===== src/rtl/spi_coef_pkg.sv =====
// Shared types and constants for the SPI coefficient loader.
// Holds the coefficient index enum, the FSM state enum, the CRC-8 constants and a bit-offset helper.
package spi_coef_pkg;

    localparam int COEFS_PER_BAND = 5;
    localparam logic [7:0] CRC8_POLY = 8'h07;

    typedef enum logic [2:0] {
        B0,
        B1,
        B2,
        A1,
        A2
    } coef_idx_e;

    typedef enum logic [1:0] {
        IDLE,
        SHIFT,
        CHECK,
        COMMIT
    } state_e;

    // Flat bit offset of one coefficient: band 0 in the LSBs, b0 lowest within a band.
    function automatic int coef_offset(input int band, input coef_idx_e idx, input int coef_w);
        return (band * COEFS_PER_BAND + int'(idx)) * coef_w;
    endfunction

    function automatic logic [7:0] crc8_next(input logic [7:0] crc, input logic bit_in);
        logic fb;
        fb = crc[7] ^ bit_in;
        return {crc[6:0], 1'b0} ^ (fb ? CRC8_POLY : 8'h00);
    endfunction

endpackage


===== src/rtl/spi_edge_sync.sv =====
// Two-flop synchronizer plus one delayed stage, producing a level and rise/fall strobes.
module spi_edge_sync (
    input  logic clk,
    input  logic rst_n,
    input  logic din,
    output logic level,
    output logic rise,
    output logic fall
);

    logic [2:0] stages;

    always_ff @(posedge clk or negedge rst_n) begin
        if (!rst_n) begin
            stages <= '0;
        end else begin
            stages <= {stages[1:0], din};
        end
    end

    assign level = stages[1];
    assign rise  = stages[1] & ~stages[2];
    assign fall  = ~stages[1] & stages[2];

endmodule


===== src/rtl/spi_coef_loader.sv =====
// Oversampled SPI coefficient loader: shifts a frame into a shadow register and commits it atomically.
// Define SPI_COEF_CRC_EN to require an 8-bit CRC-8 trailer after the coefficient data.
module spi_coef_loader
    import spi_coef_pkg::*;
#(
    parameter int NUM_BANDS = 3,
    parameter int COEF_W    = 16,
    parameter int FRAC_BITS = 14
) (
    input  logic                                     clk_in,
    input  logic                                     rst_in,
    input  logic                                     sck,
    input  logic                                     sdi,
    input  logic                                     cs,
    output logic [NUM_BANDS*COEFS_PER_BAND*COEF_W-1:0] coef,
    output logic                                     coef_update,
    output logic                                     frame_err,
    output logic                                     busy,
    output logic [7:0]                               frame_cnt
);

    localparam int NUM_COEFS = NUM_BANDS * COEFS_PER_BAND;
    localparam int DATA_BITS = NUM_COEFS * COEF_W;
`ifdef SPI_COEF_CRC_EN
    localparam int FRAME_BITS = DATA_BITS + 8;
`else
    localparam int FRAME_BITS = DATA_BITS;
`endif
    localparam int CNT_W = $clog2(FRAME_BITS + 2);
    localparam logic [CNT_W-1:0] CNT_MAX   = CNT_W'(FRAME_BITS + 1);
    localparam logic [CNT_W-1:0] CNT_FRAME = CNT_W'(FRAME_BITS);

    function automatic logic [DATA_BITS-1:0] reset_coefs();
        logic [DATA_BITS-1:0] r;
        r = '0;
        for (int b = 0; b < NUM_BANDS; b++) begin
            r[coef_offset(b, B0, COEF_W) +: COEF_W] = COEF_W'(1) << FRAC_BITS;
        end
        return r;
    endfunction

    // The first coefficient received ends up in the shadow MSBs; reorder into the output layout.
    function automatic logic [DATA_BITS-1:0] unpack(input logic [DATA_BITS-1:0] s);
        logic [DATA_BITS-1:0] r;
        r = '0;
        for (int b = 0; b < NUM_BANDS; b++) begin
            for (int c = 0; c < COEFS_PER_BAND; c++) begin
                r[coef_offset(b, coef_idx_e'(c), COEF_W) +: COEF_W] =
                    s[(NUM_COEFS - 1 - (b * COEFS_PER_BAND + c)) * COEF_W +: COEF_W];
            end
        end
        return r;
    endfunction

    localparam logic [DATA_BITS-1:0] RESET_COEF = reset_coefs();

    logic sck_level, sck_rise, sck_fall;
    logic cs_level, cs_rise, cs_fall;
    logic [1:0] sdi_sync;
    logic sdi_bit;
    logic unused_strobes;

    spi_edge_sync u_sck_sync (
        .clk   (clk_in),
        .rst_n (rst_in),
        .din   (sck),
        .level (sck_level),
        .rise  (sck_rise),
        .fall  (sck_fall)
    );

    spi_edge_sync u_cs_sync (
        .clk   (clk_in),
        .rst_n (rst_in),
        .din   (cs),
        .level (cs_level),
        .rise  (cs_rise),
        .fall  (cs_fall)
    );

    assign unused_strobes = sck_level ^ sck_fall ^ cs_level;

    // Same depth as the strobe source so the sampled bit matches the sck rise.
    always_ff @(posedge clk_in or negedge rst_in) begin
        if (!rst_in) begin
            sdi_sync <= '0;
        end else begin
            sdi_sync <= {sdi_sync[0], sdi};
        end
    end

    assign sdi_bit = sdi_sync[1];

    state_e               state;
    logic [CNT_W-1:0]     bit_cnt;
    logic [DATA_BITS-1:0] shadow;
    logic                 crc_ok;

`ifdef SPI_COEF_CRC_EN
    logic [7:0] crc;
    logic [7:0] crc_rx;
    assign crc_ok = (crc == crc_rx);
`else
    assign crc_ok = 1'b1;
`endif

    always_ff @(posedge clk_in or negedge rst_in) begin
        if (!rst_in) begin
            state       <= IDLE;
            bit_cnt     <= '0;
            shadow      <= '0;
            coef        <= RESET_COEF;
            coef_update <= 1'b0;
            frame_err   <= 1'b0;
            busy        <= 1'b0;
            frame_cnt   <= 8'd0;
`ifdef SPI_COEF_CRC_EN
            crc         <= 8'h00;
            crc_rx      <= 8'h00;
`endif
        end else begin
            coef_update <= 1'b0;
            frame_err   <= 1'b0;
            case (state)
                IDLE: begin
                    if (cs_rise) begin
                        state   <= SHIFT;
                        busy    <= 1'b1;
                        bit_cnt <= '0;
`ifdef SPI_COEF_CRC_EN
                        crc     <= 8'h00;
                        crc_rx  <= 8'h00;
`endif
                    end
                end
                SHIFT: begin
                    // A bit arriving with the cs fall is still counted before CHECK.
                    if (sck_rise) begin
                        if (bit_cnt != CNT_MAX) begin
                            bit_cnt <= bit_cnt + CNT_W'(1);
                        end
`ifdef SPI_COEF_CRC_EN
                        if (bit_cnt < CNT_W'(DATA_BITS)) begin
                            shadow <= {shadow[DATA_BITS-2:0], sdi_bit};
                            crc    <= crc8_next(crc, sdi_bit);
                        end else begin
                            crc_rx <= {crc_rx[6:0], sdi_bit};
                        end
`else
                        shadow <= {shadow[DATA_BITS-2:0], sdi_bit};
`endif
                    end
                    if (cs_fall) begin
                        state <= CHECK;
                    end
                end
                CHECK: begin
                    if (bit_cnt == '0) begin
                        state <= IDLE;
                        busy  <= 1'b0;
                    end else if (bit_cnt == CNT_FRAME && crc_ok) begin
                        state <= COMMIT;
                    end else begin
                        frame_err <= 1'b1;
                        state     <= IDLE;
                        busy      <= 1'b0;
                    end
                end
                COMMIT: begin
                    coef        <= unpack(shadow);
                    coef_update <= 1'b1;
                    frame_cnt   <= frame_cnt + 8'd1;
                    state       <= IDLE;
                    busy        <= 1'b0;
                end
                default: begin
                    state <= IDLE;
                    busy  <= 1'b0;
                end
            endcase
        end
    end

endmodule


===== config.mk =====
export PLATFORM = sky130hd
export DESIGN_NAME = spi_coef_loader
export DESIGN_NICKNAME = d
export VERILOG_FILES = /design/src/rtl/spi_coef_pkg.sv /design/src/rtl/spi_edge_sync.sv /design/src/rtl/spi_coef_loader.sv
export SDC_FILE = /design/constraint.sdc
export NUM_CORES = 1
export LEC_CHECK = 0
export BUFFER_PORTS_ARGS = -buffer_cell sky130_fd_sc_hd__buf_4
export CORE_ASPECT_RATIO = 1.2
export CORE_MARGIN = 1.5
export CORE_UTILIZATION = 55
export DETAILED_ROUTE_END_ITERATION = 16
export GPL_TIMING_DRIVEN = 0
export PLACE_DENSITY = 0.82
export SLEW_MARGIN = 5
export SYNTH_ARGS = -nofsm -noshare
export SYNTH_HDL_FRONTEND = slang
export SYNTH_SLANG_ARGS = --single-unit

===== constraint.sdc =====
create_clock -name clk_in -period 1.8 [get_ports clk_in]
set_input_delay 0.18 -clock clk_in [delete_from_list [all_inputs] [get_ports clk_in]]
set_output_delay 0.18 -clock clk_in [all_outputs]
set_load 0.03 [all_outputs]

==> results.json <==
{
  "die_x_um": 173,
  "grt_setup_unrepaired": "true",
  "synthSimpleGateAreaFrac_pct": 15.5,
  "finalSetupViolations": 0,
  "vdd_drop_max_mv": 0.920,
  "clkTransAtPathRegs_ns": 0.06,
  "syn_area_per_cell_um2": 11.7,
  "criticalPathCategory": "reg -> reg",
  "r2r.worst_path.cells": 5,
  "drive_above_1_share_pct": 32.7,
  "status": "complete, no violations",
  "min_period_ns": 1.77,
  "port_buffers": 255,
  "synth_compound_area_share_pct": 0.750,
  "stdcell_count": 2436,
  "cts_buffer_depth": 3,
  "hold_viol": 0,
  "nets": 1954,
  "fin_util_pct": 68.8,
  "gp_congestion": 0.814,
  "p_per_area_nw_per_um2": 981,
  "power.leakage_nw": 13.1,
  "insertion_delay_ns": 0.55,
  "wirelength_um": 40400,
  "yosys_warnings": 0,
  "synth_top_family_by_area": "simple AND/OR/NAND/NOR gates",
  "area_growth_pct": 23.2,
  "cts_tree": "built",
  "synth-adder-area-share_pct": 0.263,
  "grt_pass1_wl_um": 65400,
  "io_pins": 256,
  "num_vias": 12600,
  "synth_cell_type_count": 35,
  "slew_headroom_pct": 59.9,
  "grtUsageTotal_pct": 22.8,
  "firstDrtPassIters": 5,
  "dp.cells": 2344,
  "root_buffer": "clkbuf_16",
  "worstSetupStartpoint": "state[1]$_DFFE_PN0P_",
  "yosys.area.top_type_share_pct": 66.6,
  "grt_pass1_vias": 12900,
  "finalClockSkew_ns": 0.0249,
  "hpwlAfterDp_um": 27200,
  "synth_xor_area_share_pct": 0.323,
  "cts.sinks": 509,
  "cp_max_fo": 7,
  "p_sw_share_pct": 22.9,
  "die_area_um2": 35700,
  "reg2reg_from": "state[1]$_DFFE_PN0P_",
  "core_um2": 34100,
  "core.rowCount": 74,
  "power_switching_mw": 5.26,
  "drcViolationCount": 0,
  "start_kind": "register",
  "synth_ff_type": "dfrtp_1",
  "ys_seq_area_share_pct": 67.0,
  "netlist_instances": 1629,
  "drv_slew": 0,
  "power.share.clock_pct": 41.8,
  "fp.dieH_um": 207,
  "async_flop_share_pct": 100,
  "post-route-period-util_pct": 98.4,
  "synth_nets": 1638,
  "start_util_pct": 55.8,
  "cts_buffers": 47,
  "wl_per_cell_um": 16.6,
  "synth_edf_count": 0,
  "worst_pin_slew_ns": 0.602,
  "synth_area_leaders": "dfrtp_1, nand2_1, mux2_2, clkbuf_1, buf_2",
  "crit_arrival_ns": 2.23,
  "intPower_mw": 17.7,
  "synth_seq_cells": 509,
  "grt_antenna_before_repair": 0,
  "antennaDiodeCount": 0,
  "syn_area_um2": 19000,
  "yosysTopAreaCell": "dfrtp_1",
  "comb_power_share_pct": 6.7,
  "vias_per_cell": 5.17,
  "gr-total-overflow": 0,
  "grt_max_degree": 122,
  "h-tree-depth": 2,
  "critPathCaptureType": "register",
  "cp.required_ns": 2.26,
  "drtAntennaViolNets": 0,
  "pwr-share-seq_pct": 51.5,
  "drt-initial-drc-count": 682,
  "synth_mux_area_share_pct": 14.2,
  "cap_viol_max_count": 0,
  "hp-class": "in -> async",
  "fmax_mhz": 564
}
==> area by class of cell <==
cell class | instances | area, µm²
inverter | 4 | 15.0
multi-input combinational | 1033 | 5920
buffer | 83 | 551
sequential | 509 | 12700
clock buffer | 75 | 1410
fill | 2452 | 10600
clock inverter | 9 | 78.8
tap | 456 | 571
timing repair buffer | 267 | 2140
==> synthesized netlist by cell type, drive strengths merged (2+ instances only) <==
master and number:
o21ai 7, mux2 240, nor2 4, inv 4
ha 4, a21oi 3, nor2b 2, dfrtp 506
xor2 3, buf 34, clkbuf 49, nand3 6
dfstp 3, o31ai 5, xnor2 4, a31oi 2
nand2b 4, or4 3, nand2 732
==> per-stage QoR <==
step / TNS (ns) / hold WS (ns) / cell area (µm²) / setup WS (ns) / total power, mW
after floorplan: 0 / -0.116 / 19000 / 0.163 / 12.8
after global placement: -2337.25 / 0.292 / 21500 / -4.43 / 13.4
after detailed placement: -126.56 / 0.209 / 21600 / -0.619 / 13.5
after CTS: 0 / 0.216 / 23300 / 0.00179 / 23.1
after global routing: -0.115 / 0.193 / 23400 / -0.0276 / 23.8
final: 0 / 0.172 / 23400 / 0.0285 / 23.0
==> power groups by stage <==
stage | registers (mW) | clock network, mW | logic, mW
floorplan | 12.2 | 0 | 0.614
global placement | 12.0 | 0 | 1.40
detailed placement | 12.1 | 0 | 1.47
CTS | 11.8 | 9.76 | 1.52
global route | 11.9 | 10.2 | 1.71
finish | 11.8 | 9.60 | 1.55
==> registers in the layout (all words and copies together), names as in the netlist <==
signal	flops
bit_cnt	8
busy	1
coef	240
coef_update	1
frame_cnt	8
frame_err	1
sdi_sync	2
shadow	240
state	2
u_cs_sync.stages	3
u_sck_sync.stages	3
==> path summary, 6_finish.rpt <==
path | slack, ns | to
worst min-delay path | 0.17 | shadow[75]$_DFFE_PN0P_
max in group asynchronous | 0.27 | coef[56]$_DFFE_PN0P_
worst min register to register | 0.35 | u_sck_sync.stages[1]$_DFF_PN0_
worst max register to register | 0.03 | bit_cnt[5]$_DFFE_PN0P_
min in group clk_in | 0.29 | u_cs_sync.stages[0]$_DFF_PN0_
worst max-delay path | 0.03 | bit_cnt[5]$_DFFE_PN0P_
==> routing by layer <==
layer / GRT usage [%] / share of wire, % / vias to the layer above / routed length, µm
li1: - / - / 5855 / -
met1: 28.3 / 41 / 6316 / 16500
met2: 40.3 / 51 / 335 / 20700
met3: 4.78 / 5.6 / 77 / 2270
met4: 7.36 / 2.5 / 0 / 1020
met5: 0 / 0 / - / 0
==> logic make-up after synthesis <==
kind of cell	Yosys count
buffers and inverters	87
and+or+nand+nor	760
DFF	509
xor gates and xnor gates	7
muxes	240
AOI/OAI and AO/OA	22
adders and majority gates	4
==> placed cells by master, fill, tap and decap left out, drive strengths merged, types with 2 or more instances in the layout <==
| master | synthesis | routed |
|---|---|---|
| a21oi | 3 | 3 |
| o31ai | 5 | 5 |
| nor2 | 4 | 4 |
| nand2 | 732 | 732 |
| nor2b | 2 | 2 |
| inv | 4 | 5 |
| mux2 | 240 | 240 |
| xor2 | 3 | 3 |
| clkinv | 0 | 5 |
| nand3 | 6 | 6 |
| xnor2 | 4 | 4 |
| dfstp | 3 | 3 |
| clkbuf | 49 | 125 |
| or4 | 3 | 3 |
| clkinvlp | 0 | 2 |
| nand2b | 4 | 4 |
| a31oi | 2 | 2 |
| o21ai | 7 | 7 |
| dfrtp | 506 | 506 |
| buf | 34 | 296 |
| ha | 4 | 4 |
| dlygate4sd3 | 0 | 4 |
==> repair_timing <==
action / CTS / global route
pin swaps: 1 / 2
hold endpoints to repair: 84 / 0
buffers inserted: 2 / 1
hold buffers: 4 / 0
gates cloned: 0 / 1
gates resized for setup: 52 / 44
endpoints found under the setup margin: 438 / 590
==> worst max-delay path, cell delays in order, from the launching register on <==
cell and delay [ns]:
dfrtp_2 0.44, and4bb_1 0.32, buf_6 0.16, o22ai_2 0.11, or4_1 0.51, a21oi_1 0.16
No activity file was read; power rests on OpenSTA's default activity.
